**src/rtl/cnn_pkg.sv**
```systemverilog
// Shared CNN datapath definitions: default pixel width, pooling stride and the
// window element packing order used by both the window buffer and Maxpool.
package cnn_pkg;

  localparam int unsigned DEF_DATA_WIDTH  = 16;
  localparam int unsigned DEF_STRIDE_SIZE = 2;

  // Row-major element index within an s x s window; row 0 is the oldest image row.
  function automatic int win_idx(input int r, input int c, input int s);
    return r * s + c;
  endfunction

endpackage

```
**src/rtl/maxpool_line_buffer.sv**
```systemverilog
// One image row of pixel storage: a single write port and a combinational read port.
module maxpool_line_buffer #(
  parameter int unsigned ROW_SIZE   = 4,
  parameter int unsigned DATA_WIDTH = 16,
  localparam int unsigned AddrWidth = (ROW_SIZE > 1) ? $clog2(ROW_SIZE) : 1
) (
  input  logic                  clk_i,
  input  logic                  we_i,
  input  logic [AddrWidth-1:0]  waddr_i,
  input  logic [DATA_WIDTH-1:0] wdata_i,
  input  logic [AddrWidth-1:0]  raddr_i,
  output logic [DATA_WIDTH-1:0] rdata_o
);

  logic [DATA_WIDTH-1:0] mem_q [ROW_SIZE];

  // Contents are deliberately left uncleared on reset.
  always_ff @(posedge clk_i) begin
    if (we_i) begin
      mem_q[waddr_i] <= wdata_i;
    end
  end

  assign rdata_o = mem_q[raddr_i];

endmodule

```
**src/rtl/maxpool_window_buffer.sv**
```systemverilog
// Assembles non-overlapping STRIDE x STRIDE pooling windows from a raster pixel stream
// and presents each as one packed word with a single-cycle valid strobe.
module maxpool_window_buffer
  import cnn_pkg::*;
#(
  parameter int unsigned STRIDE_SIZE = DEF_STRIDE_SIZE,
  parameter int unsigned DATA_WIDTH  = DEF_DATA_WIDTH,
  parameter int unsigned ROW_SIZE    = 4,
  parameter int unsigned COLUMN_SIZE = 4
) (
  input  logic                                         clock,
  input  logic                                         reset,
  input  logic [DATA_WIDTH-1:0]                        pixel_in,
  input  logic                                         pixel_valid,
  output logic [STRIDE_SIZE*STRIDE_SIZE*DATA_WIDTH-1:0] window_out,
  output logic                                         window_valid,
  output logic                                         frame_done
);

  localparam int unsigned S  = STRIDE_SIZE;
  localparam int unsigned CW = (ROW_SIZE > 1) ? $clog2(ROW_SIZE) : 1;
  localparam int unsigned RW = (COLUMN_SIZE > 1) ? $clog2(COLUMN_SIZE) : 1;
  localparam int unsigned PW = $clog2(S);
  localparam int unsigned WW = S * S * DATA_WIDTH;

  localparam logic [CW-1:0] ColLast = CW'(ROW_SIZE - 1);
  localparam logic [CW-1:0] ColFull = CW'((ROW_SIZE / S) * S - 1);
  localparam logic [RW-1:0] RowLast = RW'(COLUMN_SIZE - 1);
  localparam logic [RW-1:0] RowFull = RW'((COLUMN_SIZE / S) * S - 1);
  localparam logic [PW-1:0] PhLast  = PW'(S - 1);

  logic [CW-1:0] col_cnt_q, col_cnt_d;
  logic [RW-1:0] row_cnt_q, row_cnt_d;
  logic [PW-1:0] col_ph_q, col_ph_d;
  logic [PW-1:0] row_ph_q, row_ph_d;
  logic [WW-1:0] window_q, window_d, win_next;
  logic          valid_q, valid_d;
  logic          done_q, done_d;
  logic          emit;

  logic [DATA_WIDTH-1:0] col_val [S];
  logic [DATA_WIDTH-1:0] sreg_q  [S][S-1];
  logic [DATA_WIDTH-1:0] sreg_d  [S][S-1];

  // Rows 0..S-2 of a window come from the line buffers, read at the current column.
  for (genvar k = 0; k < S - 1; k++) begin : g_line
    maxpool_line_buffer #(
      .ROW_SIZE   (ROW_SIZE),
      .DATA_WIDTH (DATA_WIDTH)
    ) u_line (
      .clk_i   (clock),
      .we_i    (pixel_valid && (row_ph_q == PW'(k))),
      .waddr_i (col_cnt_q),
      .wdata_i (pixel_in),
      .raddr_i (col_cnt_q),
      .rdata_o (col_val[k])
    );
  end
  assign col_val[S-1] = pixel_in;

  always_comb begin
    col_cnt_d = col_cnt_q;
    row_cnt_d = row_cnt_q;
    col_ph_d  = col_ph_q;
    row_ph_d  = row_ph_q;
    if (pixel_valid) begin
      if (col_cnt_q == ColLast) begin
        col_cnt_d = '0;
        col_ph_d  = '0;
        if (row_cnt_q == RowLast) begin
          row_cnt_d = '0;
          row_ph_d  = '0;
        end else begin
          row_cnt_d = row_cnt_q + 1'b1;
          row_ph_d  = (row_ph_q == PhLast) ? '0 : row_ph_q + 1'b1;
        end
      end else begin
        col_cnt_d = col_cnt_q + 1'b1;
        col_ph_d  = (col_ph_q == PhLast) ? '0 : col_ph_q + 1'b1;
      end
    end
  end

  // Each window row keeps its last S-1 columns; the newest column is live this cycle.
  always_comb begin
    sreg_d = sreg_q;
    if (pixel_valid) begin
      for (int r = 0; r < int'(S); r++) begin
        for (int j = 0; j < int'(S) - 2; j++) begin
          sreg_d[r][j] = sreg_q[r][j+1];
        end
        sreg_d[r][S-2] = col_val[r];
      end
    end
  end

  always_comb begin
    win_next = '0;
    for (int r = 0; r < int'(S); r++) begin
      for (int c = 0; c < int'(S) - 1; c++) begin
        win_next[win_idx(r, c, int'(S))*DATA_WIDTH +: DATA_WIDTH] = sreg_q[r][c];
      end
      win_next[win_idx(r, int'(S) - 1, int'(S))*DATA_WIDTH +: DATA_WIDTH] = col_val[r];
    end
  end

  always_comb begin
    emit = pixel_valid && (col_ph_q == PhLast) && (row_ph_q == PhLast) &&
           (col_cnt_q <= ColFull) && (row_cnt_q <= RowFull);
    window_d = emit ? win_next : window_q;
    valid_d  = emit;
    done_d   = emit && (col_cnt_q == ColFull) && (row_cnt_q == RowFull);
  end

  always_ff @(posedge clock or posedge reset) begin
    if (reset) begin
      col_cnt_q <= '0;
      row_cnt_q <= '0;
      col_ph_q  <= '0;
      row_ph_q  <= '0;
      window_q  <= '0;
      valid_q   <= 1'b0;
      done_q    <= 1'b0;
    end else begin
      col_cnt_q <= col_cnt_d;
      row_cnt_q <= row_cnt_d;
      col_ph_q  <= col_ph_d;
      row_ph_q  <= row_ph_d;
      window_q  <= window_d;
      valid_q   <= valid_d;
      done_q    <= done_d;
    end
  end

  always_ff @(posedge clock) begin
    sreg_q <= sreg_d;
  end

  assign window_out   = window_q;
  assign window_valid = valid_q;
  assign frame_done   = done_q;

endmodule

```
**config.mk**
```make
export PLATFORM = sky130hd
export DESIGN_NAME = maxpool_window_buffer
export DESIGN_NICKNAME = d
export VERILOG_FILES = /design/src/rtl/cnn_pkg.sv /design/src/rtl/maxpool_line_buffer.sv /design/src/rtl/maxpool_window_buffer.sv
export SDC_FILE = /design/constraint.sdc
export NUM_CORES = 1
export LEC_CHECK = 0
export ABC_AREA = 1
export CAP_MARGIN = 10
export CELL_PAD_IN_SITES_DETAIL_PLACEMENT = 1
export CELL_PAD_IN_SITES_GLOBAL_PLACEMENT = 1
export CORE_MARGIN = 3
export CORE_UTILIZATION = 45
export CTS_BUF_LIST = sky130_fd_sc_hd__clkbuf_4 sky130_fd_sc_hd__clkbuf_8 sky130_fd_sc_hd__clkbuf_16
export CTS_CLUSTER_SIZE = 24
export DETAILED_ROUTE_END_ITERATION = 6
export HOLD_SLACK_MARGIN = 0.05
export PLACE_DENSITY = 0.78
export SLEW_MARGIN = 20
export SYNTH_ARGS = -nofsm -noshare
export SYNTH_HDL_FRONTEND = slang
export SYNTH_SLANG_ARGS = --single-unit
```
**constraint.sdc**
```tcl
create_clock -name clock -period 6.7 [get_ports clock]
set_clock_uncertainty 0.1 [all_clocks]
set_input_delay 1.675 -clock clock [delete_from_list [all_inputs] [get_ports clock]]
set_output_delay 1.675 -clock clock [all_outputs]
set_load 0.05 [all_outputs]
```
**Word level (Yosys, flattened, before mapping)**

Memory sizes are Yosys's and may differ from the RTL's.
Index checks and enable logic that the tools add are counted.

- Bits in registers: 104
- Memory bits (writable): 64
- Output and inout bits: 66
- Memories: 1

Memories:

| name | depth | bits a word | read ports | clocked after Yosys merged registers in | write ports | line | text |
|---|---|---|---|---|---|---|---|
| g_line[0].u_line.mem_q | 4 | 16 | 1 | 0 | 1 | maxpool_line_buffer.sv:15 | `logic [DATA_WIDTH-1:0] mem_q [ROW_SIZE];` |

- $add $sub $neg: 4
- $lt $le $gt $ge: 2
- Equal/unequal tests: 2
- Multiplexer cells: 8
- Bitwise operators: 1
- Reductions and logical operators: 8

Operators by type and width:

| operator | count |
|---|---|
| 1-bit logical AND | 7 |
| 1-bit two-way mux | 6 |
| 2-bit by 1-bit adder with 2-bit output (second input constant) | 2 |
| 2-bit == test (second input constant) | 2 |
| 2-bit <= comparator (second input constant) | 2 |
| 2-bit two-way mux | 2 |
| 1-bit adder (second input constant) | 2 |
| 2-bit AND reduction | 1 |
| 1-bit NOT | 1 |

**Longest topological paths before layout**

Gate-level depths: netlist of the first run.

- Depth in word-level cells: 6
- Depth in mapped cells: 8

**By module**

From an unflattened synthesis of the first run, not the netlist that was laid out.

- Cells, all modules: 618
- Area, all modules: 6,716.4 µm²

By module, submodules not included:

| module | instances | cells each | area each (µm²) | seq. area each (µm²) |
|---|---|---|---|---|
| maxpool_window_buffer | 1 | 359 | 3,957.5 | 2,762.6 |
| maxpool_line_buffer | 1 | 259 | 2,758.9 | 1,921.8 |

**Least setup slack after synthesis of the first run**

OpenSTA, ideal clock, no wires.

- Path kind: in2reg
- Start: input port pixel_valid
- End: memory g_line[0].u_line.mem_q[3][0], enable pin
- Setup time: 0.390 ns
- Arrival time: 2.613 ns
- Path slack: 3.598 ns
- Cell stages on the path: 3
- Buffers on the path: 1
- Cell sequence: buf_4 > nand2_1 > nor2_1

- Longest elaborated chain between the ends: 3

Ends and longest elaborated chain:

| element | line | text |
|---|---|---|
| from (decl) | maxpool_window_buffer.sv:14 | `input logic pixel_valid,` |
| 1-bit logical AND | maxpool_window_buffer.sv:52 | `.we_i (pixel_valid && (row_ph_q == PW'(k))),` |
| 1-bit two-way mux | maxpool_line_buffer.sv:19 | `if (we_i) begin` |
| 1-bit two-way mux (implied by the code) | maxpool_line_buffer.sv:20 | `mem_q[waddr_i] <= wdata_i;` |
| to (decl) | maxpool_line_buffer.sv:15 |  |

Every way passes these cells.

**Final worst setup path of the first run**

- Start: input port pixel_valid
- End: register window_q[27], in the netlist window_out[27]

- Longest elaborated chain between the ends: 4

Ends and longest elaborated chain:

| element | line | text |
|---|---|---|
| 1-bit logical AND (3 in series) | maxpool_window_buffer.sv:108 | `emit = pixel_valid && (col_ph_q == PhLast) && (row_ph_q == PhLast) &&` |
| 1-bit logical AND | maxpool_window_buffer.sv:109 | `(col_cnt_q <= ColFull) && (row_cnt_q <= RowFull);` |
| to (signal assigned) | maxpool_window_buffer.sv:129 | `window_q <= window_d;` |
| to (decl) | maxpool_window_buffer.sv:36 | `logic [WW-1:0] window_q, window_d, win_next;` |

Every way passes these cells.
A chain may end at the register's enable or synchronous reset.

==> flow_metrics.tcl, run 1 <==
set metrics [dict create \
    synthMuxAreaShare 0 \
    finalSetupViolations 0 \
    antenna_left 0 \
    timing.rr.end "g_line[0].u_line.mem_q[0][10]" \
    antenna_found_initial 0 \
    synth_cell_types 18 \
    synth_area_leaders "edfxtp_1 45%, dfrtp_1 28%, nand2_1 15%" \
    first_iter_violations 220 \
    worst_setup_path_end_kind "register" \
    grt_pass1_vias 4498 \
    tightest_slew_ns 0.986 \
    tns_ns 0 \
    final_core_util 0.581 \
    p_leak_nw 3.33 \
    num_vias 4045 \
    final_common_cell "nand2_1" \
    place_congestion 0.780 \
    rsz0062_at_grt "no" \
    fp.dieH_microns 125 \
    syn_to_final_growth_pct 23.7 \
    hold_viol_final 0 \
    grt_overflow 0 \
    yosysTopAreaCell "edfxtp_1" \
    path_cells "buf_2, nand2_2, nor2_4, clkinv_2, nand2_1, nand2_1" \
    rr_worst_depth 5 \
    cp_slowest_cell "buf_2" \
    tritoncts "built" \
    syn_nets 559 \
    ff2ff_setup_slack_ns 4.12 \
    hpwl_mm 8.94 \
    rows 42 \
    netlist_instances 535 \
    dieArea_sq_um 15600 \
    pin_count 85 \
    dieWidth_microns 125 \
    yosys_warnings 0 \
    cts-hold-fix-buffers 0 \
    clkTransAtPathRegs_ns 0.06 \
    crit_required_ns 6.90 \
    cp.arrival_ns 3.85 \
    slew-limit-headroom 0.343 \
    clock.fmax_ghz 0.274 \
    syn_area_sq_um 6350 \
    num-fill-cells 1402 \
    clkSinkCount 168 \
    synth-seq-area-share 0.738 \
    hp-class "register to register" \
    synth_compound_area_frac 0.00591 \
    final_cell_count_no_fill 806 \
    cts-root-buf "clkbuf_16" \
    cts_inserted_buffers 17 \
    start_kind "input port" \
    ys_ff_latch 168 \
    drc 0 \
    htreeDepth 4 \
    start_util 0.470 \
    grt_max_degree 73 \
    outcome "complete, no violations" \
    cp_max_fo 65 \
    mostFrequentLayoutCells "247 x nand2_1, 96 x edfxtp_1, 83 x clkdlybuf4s50_1, 72 x dfrtp_1, 49 x nand3_1" \
    maxSlewViolCount 0 \
    post-cts-setup-buffer-count 0 \
    synthSimpleGateAreaFrac 0.207 \
    synth_top_cell_area_share 0.454 \
    maxCapViolCount 0 \
    holdWs_ns 0.350 \
    fin_crit_ns 3.66 \
    cp-endpoint "window_out[27]" \
    routed_wl_mm 14.4 \
    avgRoutedWirePerCell_microns 17.9 \
    r2r_start "col_cnt_q[0]" \
    synth_xor_area_frac 0 \
    peakVddDrop_mv 0.256 \
    placedCellCount 774 \
    drive_gt1_frac 0.0746 \
    clk_latency_ns 0.42 \
    portBuffers 84 \
    crit_path_max_incr_delay_ns 0.73 \
    dr.pass1.iters 4 \
    finalNetCount 641 \
    cp-startpoint "pixel_valid" \
    vias_per_cell 5.02 \
    fp.coreArea_sq_um 13500 \
    path_class "input port to register" \
    cts_resized 0 \
    synth_fa_ha_area_frac 0.00986 \
    avgSynthCellArea_sq_um 11.9 \
    grt_use_total 0.194 \
    finalCritPeriodShare 0.546 \
    p_per_area_nw_per_um2 533 \
    grt_pass1_wl_mm 23.3 \
    diodes 0 \
    timing.critical_path.mode_cell "nand2_1" \
    synth_top_family_by_area "simple AND/OR/NAND/NOR gates" \
    clockBufferDepth 2 \
]
==> metrics by stage <==
stage | instance area, sq um | setup WS, ns | total power [W]
after detailed placement | 7240 | 2.76 | 0.00322
after floorplan | 6350 | 3.10 | 0.00267
after CTS | 7850 | 3.18 | 0.00423
after global placement | 7230 | 2.61 | 0.00315
after global routing | 7850 | 2.84 | 0.00440
final | 7850 | 3.04 | 0.00418
==> cells in the mapped netlist, drive strengths merged <==
cell type  instances
dfrtp             72
o21a               1
inv               11
ha                 5
and2              16
edfxtp            96
nand2            248
nor2               5
nand3             49
buf               25
nor3               1
a21oi              2
o21ai              4
==> cell families (layout without fill, tap and decap cells) <==
| kind of cell | Yosys count | in the layout |
|---|---|---|
| and+or+nand+nor | 319 | 319 |
| DFF | 168 | 168 |
| buffers and inverters | 36 | 131 |
| adders and majority gates | 5 | 5 |
| AOI/OAI and AO/OA | 7 | 7 |
==> worst min path at each step <==
stage                     startpoint  depth (start not counted)  slack (ns)             end
after floorplan           sreg_q[16]                          2        0.33   window_out[0]
after global placement    sreg_q[28]                          2        0.33  window_out[12]
after detailed placement  sreg_q[25]                          2        0.34   window_out[9]
after CTS                 sreg_q[25]                          2        0.35   window_out[9]
after global routing      sreg_q[14]                          2        0.37  window_out[46]
final                     sreg_q[29]                          2        0.35  window_out[13]
==> power by group <==
| part | internal [W] | switching (W) |
|---|---|---|
| registers | 0.00141 | 0.000154 |
| logic | 0.000486 | 0.00113 |
| clock network | 0.000625 | 0.000374 |
==> flip-flops by register name, summed over array words and instances, names as in the netlist <==
signal and flops:
col_cnt_q 2, col_ph_q 1, frame_done 1, g_line.u_line.mem_q 64
row_cnt_q 2, row_ph_q 1, sreg_q 32, window_out 64
window_valid 1
==> routing by layer <==
layer	up-vias	part of all wire	GRT usage
li1	1915	-	-
met3	15	0.031	0.0420
met1	2035	0.39	0.212
met5	-	0	0
met2	80	0.56	0.365
met4	0	0.015	0.0729
==> area by class of cell <==
| cell class | count | area (sq um) | share of cell area |
|---|---|---|---|
| sequential | 168 | 4680 | 0.597 |
| multi-input combinational | 331 | 1420 | 0.181 |
| timing repair buffer | 88 | 866 | 0.110 |
| clock buffer | 24 | 490 | 0.0625 |
| tap | 176 | 220 | 0.0281 |
| clock inverter | 8 | 120 | 0.0153 |
| inverter | 11 | 43.8 | 0.00558 |
==> worst max-delay path: cells and delay by family <==
| family | cells | cell delay [ns] |
|---|---|---|
| buffers and inverters | 2 | 1.43 |
| AND/OR/NAND/NOR | 4 | 0.68 |
Note: power is estimated with default switching activity, not from simulation.
==> run 2, diff against run 1 <==
CORE_UTILIZATION = 39   (was 45)
PLACE_DENSITY = 0.72   (was 0.78)
clock period = 3.3 ns   (was 6.7 ns; I/O delays follow)
==> run 2 against run 1 <==
Combinational power is 110% higher. Setup slack worse by 2.3 ns. Core utilization is 8.0 points lower. Count of clock-buffer cells in the layout is 1 lower. Sequential power is 100% higher. Die area is 15% higher. Clock power is 89% higher. Wire length is 3.9% higher. Critical endpoint is now window_out[40]. Highest routed layer unchanged.
==> flow_metrics.tcl, run 2 (same netlist as run 1, synthesis figures left out) <==
set metrics [dict create \
    tritoncts "built" \
    final_cell_count_no_fill 855 \
    dieArea_sq_um 17800 \
    diodes 0 \
    peakVddDrop_mv 0.537 \
    place_congestion 0.734 \
    hold_viol_final 0 \
    grt_pass1_vias 4482 \
    mostFrequentLayoutCells "247 x nand2_1, 96 x edfxtp_1, 83 x clkdlybuf4s50_1, 72 x dfrtp_1, 49 x nand3_1" \
    worst_setup_path_end_kind "output port" \
    fin_ws_ns 0.755 \
    num_vias 4079 \
    portBuffers 84 \
    antenna_left 0 \
    hp-class "register to register" \
    pin_count 85 \
    fin_crit_ns 2.55 \
    crit_required_ns 2.37 \
    post_dp_cell_area_sq_um 7390 \
    cp_slowest_cell "clkdlybuf4s50_1" \
    post-cts-setup-buffer-count 0 \
    rsz0062_at_grt "no" \
    maxSlewViolCount 0 \
    grt_pass1_wl_mm 24.1 \
    p_leak_nw 3.36 \
    clock.fmax_ghz 0.393 \
    path_class "register to output port" \
    tightest_slew_ns 0.711 \
    clkSinkCount 168 \
    finalNetCount 650 \
    antenna_found_initial 0 \
    cp.arrival_ns 1.62 \
    grt_overflow 0 \
    grt_max_degree 66 \
    finalSetupViolations 0 \
    rows 46 \
    dieWidth_microns 134 \
    cts-hold-fix-buffers 0 \
    num-fill-cells 1691 \
    slew-limit-headroom 0.526 \
    grt_use_total 0.178 \
    cts-root-buf "clkbuf_16" \
    cts_inserted_buffers 17 \
    dr.pass1.iters 4 \
    fp.dieH_microns 134 \
    fp.coreArea_sq_um 15900 \
    path_delay_family "buffers and inverters" \
    finalCritPeriodShare 0.771 \
    clkTransAtPathRegs_ns 0.06 \
    crit_path_max_incr_delay_ns 0.84 \
    final_common_cell "nand2_1" \
    critPathBufInv 1 \
    clk_latency_ns 0.43 \
    placedCellCount 823 \
    drive_gt1_frac 0.0845 \
    cp_max_fo 2 \
    vias_per_cell 4.77 \
    clockBufferDepth 2 \
    maxCapViolCount 0 \
    path_cells "clkdlybuf4s50_1" \
    routed_wl_mm 15.0 \
    place_ws_ns 0.738 \
    drc 0 \
    avgRoutedWirePerCell_microns 17.6 \
    htreeDepth 4 \
    start_kind "register" \
    start_util 0.399 \
    p_per_area_nw_per_um2 1060 \
    finish.instance_area_sq_um 7960 \
    hpwl_mm 9.46 \
    first_iter_violations 221 \
    tns_ns 0 \
    outcome "complete, no violations" \
    syn_to_final_growth_pct 25.4 \
    cts_resized 0 \
]
-- run 2: cell count changes in the layout (fill, tap and decap cells not counted), sizes merged --
cell,previous run,this run
clkinvlp,2,3
bufinv,3,1
buf,5,14
inv,9,10
clkbuf,24,23
clkinv,5,6
-- run 2: final timing paths --
path | from | to | slack, ns | cells past startpoint
setup / recovery | window_out[40] | window_out[40] | 0.75 | 1
hold reg to reg | sreg_q[1] | window_out[33] | 0.35 | 2
hold / removal | sreg_q[1] | window_out[33] | 0.35 | 2
min in group asynchronous | reset | window_out[11] | 0.68 | 2
setup reg to reg | col_cnt_q[0] | g_line[0].u_line.mem_q[2][9] | 1.14 | 5
max in group asynchronous | reset | window_out[52] | 1.84 | 3
-- run 2: metrics by stage --
stage | total power [W] | hold WS (ns) | utilization
after floorplan | 0.00543 | 0.325 | -
after global placement | 0.00650 | 0.332 | 0.465
after detailed placement | 0.00659 | 0.342 | 0.465
after CTS | 0.00853 | 0.353 | 0.501
after global routing | 0.00886 | 0.370 | 0.501
final | 0.00842 | 0.351 | 0.501
-- run 2: report_power, final --
| group | leakage, nW | internal, W | total, W | switching, W |
|---|---|---|---|---|
| logic | 1.29 | 0.00103 | 0.00335 | 0.00232 |
| clock network | 0.272 | 0.00111 | 0.00189 | 0.000783 |
| registers | 1.80 | 0.00287 | 0.00317 | 0.000301 |
-- run 2: worst register-to-register path, stage by stage, from the launching register on --
cell and delay, ns:
dfrtp_1 0.39, inv_2 0.47, ha_1 0.26, inv_1 0.05, nor2_2 0.31, buf_4 0.28
-- run 2: layer usage --
layer	track usage	part of all wire	wire length, microns
met1	0.213	0.42	6370
met2	0.310	0.51	7660
met3	0.0446	0.044	665
met4	0.0697	0.020	303
met5	0	0	0
-- run 2: area by class of cell --
class                      instances  area, sq um  share of cell area
clock inverter                     9         73.8             0.00928
tap                              216          270              0.0340
inverter                          11         42.5             0.00535
multi-input combinational        331         1430               0.179
clock buffer                      23          489              0.0615
timing repair buffer              97          971               0.122
sequential                       168         4680               0.589
==> run 3, diff against run 2 <==
clock period = 2.15 ns   (was 3.3 ns; I/O delays follow)
==> run 3 against run 2 <==
Worst hold slack worse by 0.0034 ns. Global-route usage down 0.33 points. Via count up 0.39%. Non-clock buffer count up 6. First-iteration DRC count unchanged. Setup slack worse by 0.56 ns. Cell area down 1.7%. Clock power up 46%. Flip-flop and latch count unchanged. Largest power group unchanged.
==> flow_metrics.tcl, run 3 (same netlist as run 1, synthesis figures left out) <==
set metrics [dict create \
    outcome "complete, no violations" \
    dieArea_sq_um 17800 \
    drive_gt1_frac 0.166 \
    diodes 0 \
    portBuffers 84 \
    clock.fmax_ghz 0.511 \
    routed_wl_mm 14.6 \
    pin_count 85 \
    place_congestion 0.719 \
    start_kind "register" \
    cp_slowest_cell "dlygate4sd2_1" \
    dieWidth_microns 134 \
    post-cts-setup-buffer-count 0 \
    clkSinkCount 168 \
    tns_ns 0 \
    cts-hold-fix-buffers 0 \
    critPathBufInv 1 \
    path_cells "dlygate4sd2_1" \
    maxSlewViolCount 0 \
    vias_per_cell 4.76 \
    htreeDepth 4 \
    start_util 0.399 \
    cts_resized 21 \
    num_vias 4095 \
    worst_setup_path_end_kind "output port" \
    total_power_w 0.0126 \
    path_delay_family "buffers and inverters" \
    antenna_found_initial 0 \
    crit_path_max_incr_delay_ns 0.54 \
    dr.pass1.iters 4 \
    hp-class "register to register" \
    clkTransAtPathRegs_ns 0.06 \
    fp.coreArea_sq_um 15900 \
    clockBufferDepth 2 \
    tightest_slew_ns 0.499 \
    antenna_left 0 \
    peakVddDrop_mv 0.710 \
    tritoncts "built" \
    clk_latency_ns 0.43 \
    slew-limit-headroom 0.667 \
    rows 46 \
    avgRoutedWirePerCell_microns 16.9 \
    cp.arrival_ns 1.32 \
    path_class "register to output port" \
    drc 0 \
    finalNetCount 656 \
    grt_use_total 0.175 \
    cts_inserted_buffers 17 \
    finalCritPeriodShare 0.910 \
    regArea_sq_um 4680 \
    grt_pass1_wl_mm 23.7 \
    grt_max_degree 73 \
    maxCapViolCount 0 \
    finalSetupViolations 0 \
    cts-root-buf "clkbuf_16" \
    fp.dieH_microns 134 \
    multiInputGateArea_sq_um 1430 \
    fin_crit_ns 1.96 \
    rsz0062_at_grt "no" \
    p_per_area_nw_per_um2 1610 \
    syn_to_final_growth_pct 23.2 \
    grt_overflow 0 \
    p_leak_nw 3.49 \
    hold_viol_final 0 \
    hpwl_mm 9.29 \
    crit_required_ns 1.51 \
    first_iter_violations 221 \
    cp_max_fo 2 \
    grt_pass1_vias 4388 \
    num-fill-cells 1737 \
    mostFrequentLayoutCells "247 x nand2_1, 96 x edfxtp_1, 72 x dfrtp_1, 62 x buf_4, 49 x nand3_1" \
    final_common_cell "nand2_1" \
]
[run 3: report_power, final]
| group | internal [W] | total, W | switching [W] |
|---|---|---|---|
| registers | 0.00440 | 0.00485 | 0.000443 |
| clock network | 0.00156 | 0.00275 | 0.00120 |
| logic | 0.00137 | 0.00496 | 0.00360 |
| total | 0.00733 | 0.0126 | 0.00524 |
[run 3: final timing paths]
path                                start  slack, ns                      endpoint  cells after the start
hold reg to reg                 sreg_q[9]       0.35                window_out[41]                      2
hold / removal                  sreg_q[9]       0.35                window_out[41]                      2
max in group asynchronous           reset       1.15                window_out[50]                      3
min in group asynchronous           reset       0.47                window_out[11]                      3
setup reg to reg             col_cnt_q[0]       0.43  g_line[0].u_line.mem_q[0][1]                      5
setup / recovery           window_out[15]       0.19                window_out[15]                      1
[run 3: area by class of cell]
type	count	share of cell area
Sequential cell	168	0.599
Clock inverter	10	0.00720
Timing Repair Buffer	103	0.111
Tap cell	216	0.0346
Clock buffer	22	0.0608
Multi-Input combinational cell	331	0.182
Inverter	11	0.00576
[run 3: through the flow]
stage | hold slack, ns | setup slack (ns) | cells | cell area, sq um | util
after detailed placement | 0.339 | 0.362 | 829 | 7320 | 0.461
after CTS | 0.335 | 0.173 | 861 | 7820 | 0.492
after global placement | 0.329 | 0.378 | 829 | 7320 | 0.461
after floorplan | 0.325 | 0.185 | 535 | 6360 | -
final | 0.348 | 0.193 | 861 | 7820 | 0.492
after global routing | 0.353 | 0.131 | 861 | 7820 | 0.492
[run 3: per-layer routing]
layer | up-vias | global-route usage | wire length (microns)
met5 | - | 0 | 0
met4 | 0 | 0.0566 | 210
met3 | 20 | 0.0491 | 572
met2 | 74 | 0.293 | 7250
met1 | 2057 | 0.221 | 6540
li1 | 1944 | - | -
